<file path="src/rtl/instr_sequencer_pkg.sv">
// Shared definitions for the instruction sequencer: opcodes, address width and FSM states.
package instr_sequencer_pkg;

    localparam int unsigned AddrW = 16;
    localparam int unsigned InstrW = 28;

    typedef enum logic [3:0] {
        OpNop  = 4'd0,
        OpJmp  = 4'd1,
        OpCall = 4'd2,
        OpRet  = 4'd3,
        OpBle  = 4'd4,
        OpBge  = 4'd5
    } opcode_e;

    // The only fault is a return-stack overflow/underflow, so one sticky state encodes it.
    typedef enum logic [0:0] {
        SeqRun   = 1'b0,
        SeqFault = 1'b1
    } seq_state_e;

    localparam logic [InstrW-1:0] NopInstr = {OpNop, 24'd0};

endpackage

</file>
<file path="src/rtl/instr_sequencer_ret_addr_stack.sv">
// Return-address LIFO. Only the occupancy counter is reset; entries above it are don't-care.
module instr_sequencer_ret_addr_stack #(
    parameter int unsigned Depth = 8,
    parameter int unsigned Width = 16
) (
    input  logic             clk,
    input  logic             rst,
    input  logic             push_i,
    input  logic             pop_i,
    input  logic [Width-1:0] push_data_i,
    output logic [Width-1:0] pop_data_o,
    output logic             full_o,
    output logic             empty_o,
    output logic [4:0]       level_o
);

    localparam int unsigned IdxW = $clog2(Depth);

    logic [Width-1:0] mem_q [Depth];
    logic [4:0]       level_q;
    logic [IdxW-1:0]  top_idx;

    assign full_o     = (level_q == 5'(Depth));
    assign empty_o    = (level_q == 5'd0);
    assign level_o    = level_q;
    assign top_idx    = level_q[IdxW-1:0] - IdxW'(1);
    assign pop_data_o = mem_q[top_idx];

    always_ff @(posedge clk or posedge rst) begin
        if (rst) begin
            level_q <= 5'd0;
        end else if (push_i && !full_o) begin
            level_q <= level_q + 5'd1;
        end else if (pop_i && !empty_o) begin
            level_q <= level_q - 5'd1;
        end
    end

    always_ff @(posedge clk) begin
        if (push_i && !full_o) begin
            mem_q[level_q[IdxW-1:0]] <= push_data_i;
        end
    end

endmodule

</file>
<file path="src/rtl/instr_sequencer.sv">
// Program counter, next-PC selection and RUN/FAULT control in front of a combinational ROM.
module instr_sequencer
    import instr_sequencer_pkg::*;
#(
    parameter int unsigned StackDepth = 8,
    parameter int unsigned AddrW      = instr_sequencer_pkg::AddrW
) (
    input  logic              clk,
    input  logic              rst,
    input  logic [27:0]       instruction_i,
    input  logic              branch_taken_i,
    input  logic              stall_i,
    output logic [AddrW-1:0]  instruction_address_o,
    output logic [27:0]       instruction_o,
    output logic              fault_o,
    output logic [4:0]        stack_level_o
);

    seq_state_e       state_q, state_d;
    logic [AddrW-1:0] pc_q, pc_d;
    logic [AddrW-1:0] pc_inc, target, pop_data;
    logic [3:0]       opcode;
    logic             push, pop, full, empty;

    assign opcode = instruction_i[27:24];
    assign target = AddrW'(instruction_i[23:16]);
    assign pc_inc = pc_q + AddrW'(1);

    instr_sequencer_ret_addr_stack #(
        .Depth (StackDepth),
        .Width (AddrW)
    ) u_ret_addr_stack (
        .clk         (clk),
        .rst         (rst),
        .push_i      (push),
        .pop_i       (pop),
        .push_data_i (pc_inc),
        .pop_data_o  (pop_data),
        .full_o      (full),
        .empty_o     (empty),
        .level_o     (stack_level_o)
    );

    always_comb begin
        pc_d    = pc_q;
        state_d = state_q;
        push    = 1'b0;
        pop     = 1'b0;
        // A stall simply suppresses the decision; the same instruction is re-decided next cycle.
        if (state_q == SeqRun && !stall_i) begin
            case (opcode)
                OpJmp: pc_d = target;
                OpCall: begin
                    if (full) begin
                        state_d = SeqFault;
                    end else begin
                        push = 1'b1;
                        pc_d = target;
                    end
                end
                OpRet: begin
                    if (empty) begin
                        state_d = SeqFault;
                    end else begin
                        pop  = 1'b1;
                        pc_d = pop_data;
                    end
                end
                OpBle, OpBge: pc_d = branch_taken_i ? target : pc_inc;
                default: pc_d = pc_inc;
            endcase
        end
    end

    always_ff @(posedge clk or posedge rst) begin
        if (rst) begin
            pc_q    <= '0;
            state_q <= SeqRun;
        end else begin
            pc_q    <= pc_d;
            state_q <= state_d;
        end
    end

    assign instruction_address_o = pc_q;
    assign instruction_o         = (state_q == SeqFault) ? NopInstr : instruction_i;
    assign fault_o               = (state_q == SeqFault);

endmodule
</file>
<file path="config.mk">
export PLATFORM = sky130hd
export DESIGN_NAME = instr_sequencer
export DESIGN_NICKNAME = d
export VERILOG_FILES = /design/src/rtl/instr_sequencer_pkg.sv /design/src/rtl/instr_sequencer_ret_addr_stack.sv /design/src/rtl/instr_sequencer.sv
export SDC_FILE = /design/constraint.sdc
export NUM_CORES = 1
export LEC_CHECK = 0
export CORE_UTILIZATION = 45
export DETAILED_ROUTE_END_ITERATION = 16
export GPL_ROUTABILITY_DRIVEN = 0
export GPL_TIMING_DRIVEN = 1
export PLACE_DENSITY = 0.77
export SLEW_MARGIN = 20
export SYNTH_ARGS = -nofsm -noshare
export SYNTH_HDL_FRONTEND = slang
export SYNTH_SLANG_ARGS = --single-unit
</file>
<file path="constraint.sdc">
create_clock -name clk -period 3.98 [get_ports clk]
set_input_delay 0.796 -clock clk [delete_from_list [all_inputs] [get_ports clk]]
set_output_delay 0.796 -clock clk [all_outputs]
set_load 0.05 [all_outputs]
</file>
==> results.md, run 1 <==
* Status: finished, final reports clean
* Final wirelength at approximately 16000 um
* Later-pin clock latency in the skew report at 0.42 ns
* Final setup vio count at 0
* Post-Syn Nets at roughly 440
* GRT Total Usage at between 20% and 30%
* Met2 WL at about 8000 um
* Compound-Gate Fraction of Synth Area at approximately 5.6%
* Met1 WL at approximately 6100 um
* Post-synthesis cell count at approximately 400
* Synth cell types at approximately 50
* Count leader, synth: edfxtp_1
* Routed vias/inst at between 5 and 6
* CP required at 3.18 ns
* Pleak at 3.06 nW
* Initial core utilization at a little under half
* Sink Count at 150
* First-pass GRT wire length at about 24000 um
* Core Footprint at 14100 sq um
* PostCTS Resize Cnt at 0
* Die ar. at between 15000 and 20000 sq um
* Achievable Freq at roughly 300 MHz
* Top cells by area, synth: edfxtp_1, mux4_2, dfrtp_1
* Post-route setup TNS at 0 ns
* Clock Tree Buf Depth at 2
* Min Tclk post-route at 3.24 ns
* Synth Cell Area at approximately 6600 sq um
* Area delta synth->final at 26.6%
* Total power at about 3.8 mW
* Post-Synth Simple-Gate Area at ~7.7%
* Yosys warns at 0
* Clk slew on worst S/H paths at roughly 0.060 ns
* Fin crit share at roughly four fifths
* TritonCTS clock tree: yes
* Max FO, Critical Path at 6
* Post-synth ARST share at 14.7%
* Die Y at 123 um
* Core Rows at 43
* Post-route DRC at 0
* Pin count of the biggest net entering global routing at 34
* Commonest cells in the netlist: edfxtp_1, mux4_2, nor2b_1
* Vias in the first global route at roughly 4.1k
* Die Width at 123 um
* Global route overflow at 0
* Critical path class: in2out
* Area leader, netlist: edfxtp_1
* CTS root buf: clkbuf_16
* Worst slew pin tran at ~0.95 ns
* Number of max-cap violations at 0
* ANT cells at 0
* Postcts setup bufs at 0
* Routed met3 length at ~1300 um
* Top-Level Pins at between 80 and 90
* PD cells at ~450 nW/um^2
* Number of DRC markers in iteration 0 at ~340
* Avg WL per Cell at roughly 23 um
* # nets final at ~540
* Cts hold-fix bufs at 0
* XOR/XNOR Fraction of Synth Area at roughly 3.1%
* DP HPWL at 10100 um
* Reg2Reg Depth at 11
* Post-synthesis register bit count at 150
* Critical Path Source Type: primary input
* Avg Cell Area, Syn at about 16 sq um
* Share of cells above drive strength 1 at 18.0%
* WHS Path Cells at 1
* Predominant post-synthesis flop cell: edfxtp_1
* Clock buffer count from CTS at 17
* Worst setup EP type: output pin
* Antenna violations before repair at 0
* Unrepaired setup endpoints after global routing: false
* # fillers at between 1k and 1.5k
* Number of synthesized flops with an enable pin at about 130
* Final Max Tran Viols at 0
* Antenna Violating Nets Remaining at 0
* Via count at slightly above 4k
* Peak supply drop at 0.353 mV
* Largest family of logic cells by synthesized area: multiplexers
* Top Layer Used: met4
* Worst reg-to-reg setup slack at 1.06 ns
* Adder-Cell Fraction of Synth Area at around 1.4%
* Relative slew slack at a little over a third
* Clk_skew at 0.00787 ns
* Sequential share of the synthesized area at 66.5%
* Post-synthesis mux area share at roughly 14%
* PortBufs at 81
* Final hold vios at 0
* WP data arrival at 2.45 ns
* DR pass1 iterations at 5
* CTS H-Tree Depth at 4
* Hold Crit Class: reg2reg
* Synth top area share at between 50% and 60%
==> worst paths after layout <==
check                                            start                     endpoint
max                                  instruction_i[27]            instruction_o[27]
min                        u_ret_addr_stack.level_o[4]  u_ret_addr_stack.level_o[4]
max reg2reg                u_ret_addr_stack.level_o[1]  u_ret_addr_stack.level_o[4]
min reg2reg                u_ret_addr_stack.level_o[4]  u_ret_addr_stack.level_o[4]
max in group asynchronous                          rst     instruction_address_o[0]
min in group asynchronous                          rst  u_ret_addr_stack.level_o[0]
==> cells by family (layout without fill, tap and decap cells) <==
kind of cell,Yosys count,after routing
xor+xnor,21,21
flops,150,150
simple gates,98,98
mux,48,48
fa+ha+maj,7,7
buf+inv,26,139
compound gates,54,54
==> cells in the final DEF (no fill, tap or decap), drive strengths merged, types with 2 or more instances in the layout <==
master         instances
edfxtp               128
nor2                  27
a222oi                 4
nor3                   7
dfrtp                 22
a22o                   4
a22oi                  5
nand4                  4
nor4                   4
mux2i                 10
a21oi                 16
clkinvlp               2
clkbuf                19
bufinv                 6
nand3                  7
a31oi                  2
ha                     6
nor3b                  2
xor2                  14
clkdlybuf4s50         81
a32oi                  2
nand2                 13
o21ai                 11
nor2b                 28
mux4                  32
a21o                   3
xnor2                  7
mux2                   6
buf                   18
nand3b                 2
inv                    9
clkinv                 4
==> critical path: stages <==
cell,delay [ns]
clkdlybuf4s50_1,0.57
nor2b_1,0.23
clkdlybuf4s50_1,0.85
==> power breakdown <==
group          leakage [nW]  switching (mW)  internal, mW
registers              1.62          0.0177          1.72
clock network         0.317           0.618          1.17
logic                  1.12           0.131        0.0976
total                  3.06           0.767          2.99
==> metal layers <==
metal | global-route usage (%) | up-vias
li1 | - | 1779
met1 | 28.8 | 2061
met2 | 37.6 | 217
met3 | 5.12 | 25
met4 | 8.28 | 0
met5 | 0 | -
==> sequential cells by signal, summed over array words and instances, names as in the netlist <==
register / count
instruction_address_o: 16
u_ret_addr_stack.mem_q: 128
fault_o: 1
u_ret_addr_stack.level_o: 5
==> stage by stage <==
| stage | hold slack, ns | cell area [sq um] | setup WS (ns) | cells | util [%] |
|---|---|---|---|---|---|
| 3_3_place_gp | 0.518 | 7700 | 0.564 | 665 | 54.6 |
| 2_1_floorplan | 0.712 | 6610 | 0.281 | 404 | - |
| 4_1_cts | 0.534 | 8360 | 0.703 | 697 | 59.3 |
| 6_report | 0.529 | 8360 | 0.739 | 697 | 59.3 |
| 5_1_grt | 0.546 | 8360 | 0.652 | 697 | 59.3 |
| 3_5_place_dp | 0.527 | 7700 | 0.496 | 665 | 54.6 |
==> final cells by class <==
cell class | instances | area [sq um] | share of cell area, %
flip-flops and latches | 150 | 4390 | 52.5
multi-input cells | 228 | 2090 | 25.0
repair buffers | 99 | 958 | 11.5
clock buffers | 19 | 433 | 5.18
clock inverters | 13 | 228 | 2.72
well taps | 180 | 225 | 2.69
inverters | 8 | 30.0 | 0.359
Note: power is estimated with default switching activity, not from simulation.
==> inputs of run 2 (changes only) <==
PLACE_DENSITY = 0.79   (was 0.77)
clock period = 2.83 ns   (was 3.98 ns; I/O delays follow)
==> results.md, run 2 (synthesis gave the netlist of run 1 again) <==
* Cts hold-fix bufs at 0
* Share of cells above drive strength 1 at a little over a quarter
* PD cells at between 600 and 700 nW/um^2
* DP HPWL at slightly above 10000 um
* Antenna Violating Nets Remaining at 0
* Min Tclk post-route at roughly 2.6 ns
* Post-route DRC at 0
* ANT cells at 0
* Fin crit share at slightly above 90%
* Antenna violations before repair at 0
* Final hold vios at 0
* Worst setup EP type: output pin
* Vias in the first global route at roughly 4.3k
* Sink Count at 150
* Final setup vio count at 0
* GRT Total Usage at a little under a quarter
* Core Rows at 43
* Status: finished, final reports clean
* Largest register FFs at approximately 130
* Clk_skew at 0.00728 ns
* CTS root buf: clkbuf_16
* Most frequent cells in the layout: edfxtp_1, buf_4, clkdlybuf4s50_1, mux4_2, nor2b_1
* Top-Level Pins at roughly 80
* Die ar. at ~15000 sq um
* PortBufs at 81
* Slowest CP cell: clkdlybuf4s50_1
* Clock buffer count from CTS at 17
* Worst path max stage delay at just over 0.9 ns
* Number of max-cap violations at 0
* Crit path cell chain: clkdlybuf4s50_1
* Final wirelength at between 15000 and 20000 um
* Post-route setup TNS at 0 ns
* Pin count of the biggest net entering global routing at 33
* TritonCTS clock tree: yes
* Hold Crit Class: in2async
* Most common cell after layout, fill and taps aside: edfxtp_1
* Later-pin clock latency in the skew report at between 0.4 and 0.5 ns
* Clk slew on worst S/H paths at ~0.060 ns
* Initial core utilization at ~47%
* Critical path class: reg2out
* Final Max Tran Viols at 0
* # fillers at 1050
* Worst Path Buf+Inv at 1
* # nets final at 560
* Avg WL per Cell at between 20 and 25 um
* Die Y at between 100 and 150 um
* Number of DRC markers in iteration 0 at approximately 330
* Pleak at 3.22 nW
* Relative slew slack at 53.1%
* Achievable Freq at roughly 380 MHz
* Routed vias/inst at about 5.9
* Peak supply drop at 0.396 mV
* Worst hold slack at between 0.5 and 0.6 ns
* Clock Tree Buf Depth at 2
* Worst slew pin tran at 0.703 ns
* Unrepaired setup endpoints after global routing: false
* Postcts setup bufs at 0
* Max FO, Critical Path at 10
* First-pass GRT wire length at between 20000 and 25000 um
* Top delay family on crit path: buffers and inverters
* CP required at 2.26 ns
* Critical Path Source Type: flop
* Area delta synth->final at 28.4%
* WP data arrival at roughly 2.1 ns
* Placed instance area at about 7900 sq um
* Via count at around 4.2k
* Post-route design area at between 8000 and 9000 sq um
* Core Footprint at 14100 sq um
* Global route overflow at 0
* DR pass1 iterations at 5
* CTS H-Tree Depth at 4
* Die Width at ~120 um
* Total power at around 5.2 mW
==> run 2: final timing paths <==
check / startpoint / end / slack, ns / cells past startpoint
worst max-delay path: u_ret_addr_stack.level_o[2] / stack_level_o[2] / 0.21 / 1
worst min-delay path: rst / fault_o / 0.51 / 3
worst max register to register: u_ret_addr_stack.level_o[1] / instruction_address_o[7] / 0.27 / 8
worst min register to register: instruction_address_o[6] / instruction_address_o[6] / 0.61 / 2
max in group asynchronous: rst / u_ret_addr_stack.level_o[0] / 2.03 / 3
min in group clk: instruction_address_o[6] / instruction_address_o[6] / 0.61 / 2
==> run 2: layout make-up <==
class	count	area, sq um	share of cell area [%]
multi-input cells	228	2130	25.1
well taps	180	225	2.66
flip-flops and latches	150	4400	51.8
clock inverters	8	146	1.73
clock buffers	24	482	5.68
repair buffers	116	1060	12.5
inverters	8	37.5	0.443
==> run 2: worst min-delay path, delay by kind of cell <==
kind | cells | cell delay, ns
buffers and inverters | 3 | 0.78
==> run 2: repair_timing <==
item | 4_1_cts | 5_1_grt
gates resized for setup | 1 | 0
endpoints found under the setup margin | 1 | 0
hold endpoints to repair | 0 | 0
==> run 2: where the power goes <==
group	switching [mW]	internal [mW]
registers	0.0252	2.42
clock network	0.838	1.54
logic	0.188	0.151
==> run 2: metrics by stage <==
stage	std cells	setup slack, ns	utilization (%)
3_5_place_dp	682	-0.155	55.7
4_1_cts	714	0.199	60.2
6_report	714	0.209	60.2
2_1_floorplan	404	-0.0183	-
5_1_grt	714	0.132	60.2
3_3_place_gp	682	-0.0676	55.7
==> run 2: routing by layer <==
metal	global-route usage [%]	vias up	share of wire, %
li1	-	1819	-
met1	28.6	2147	39
met2	37.3	221	50
met3	5.81	25	8.6
met4	9.19	0	1.9
met5	0	-	0
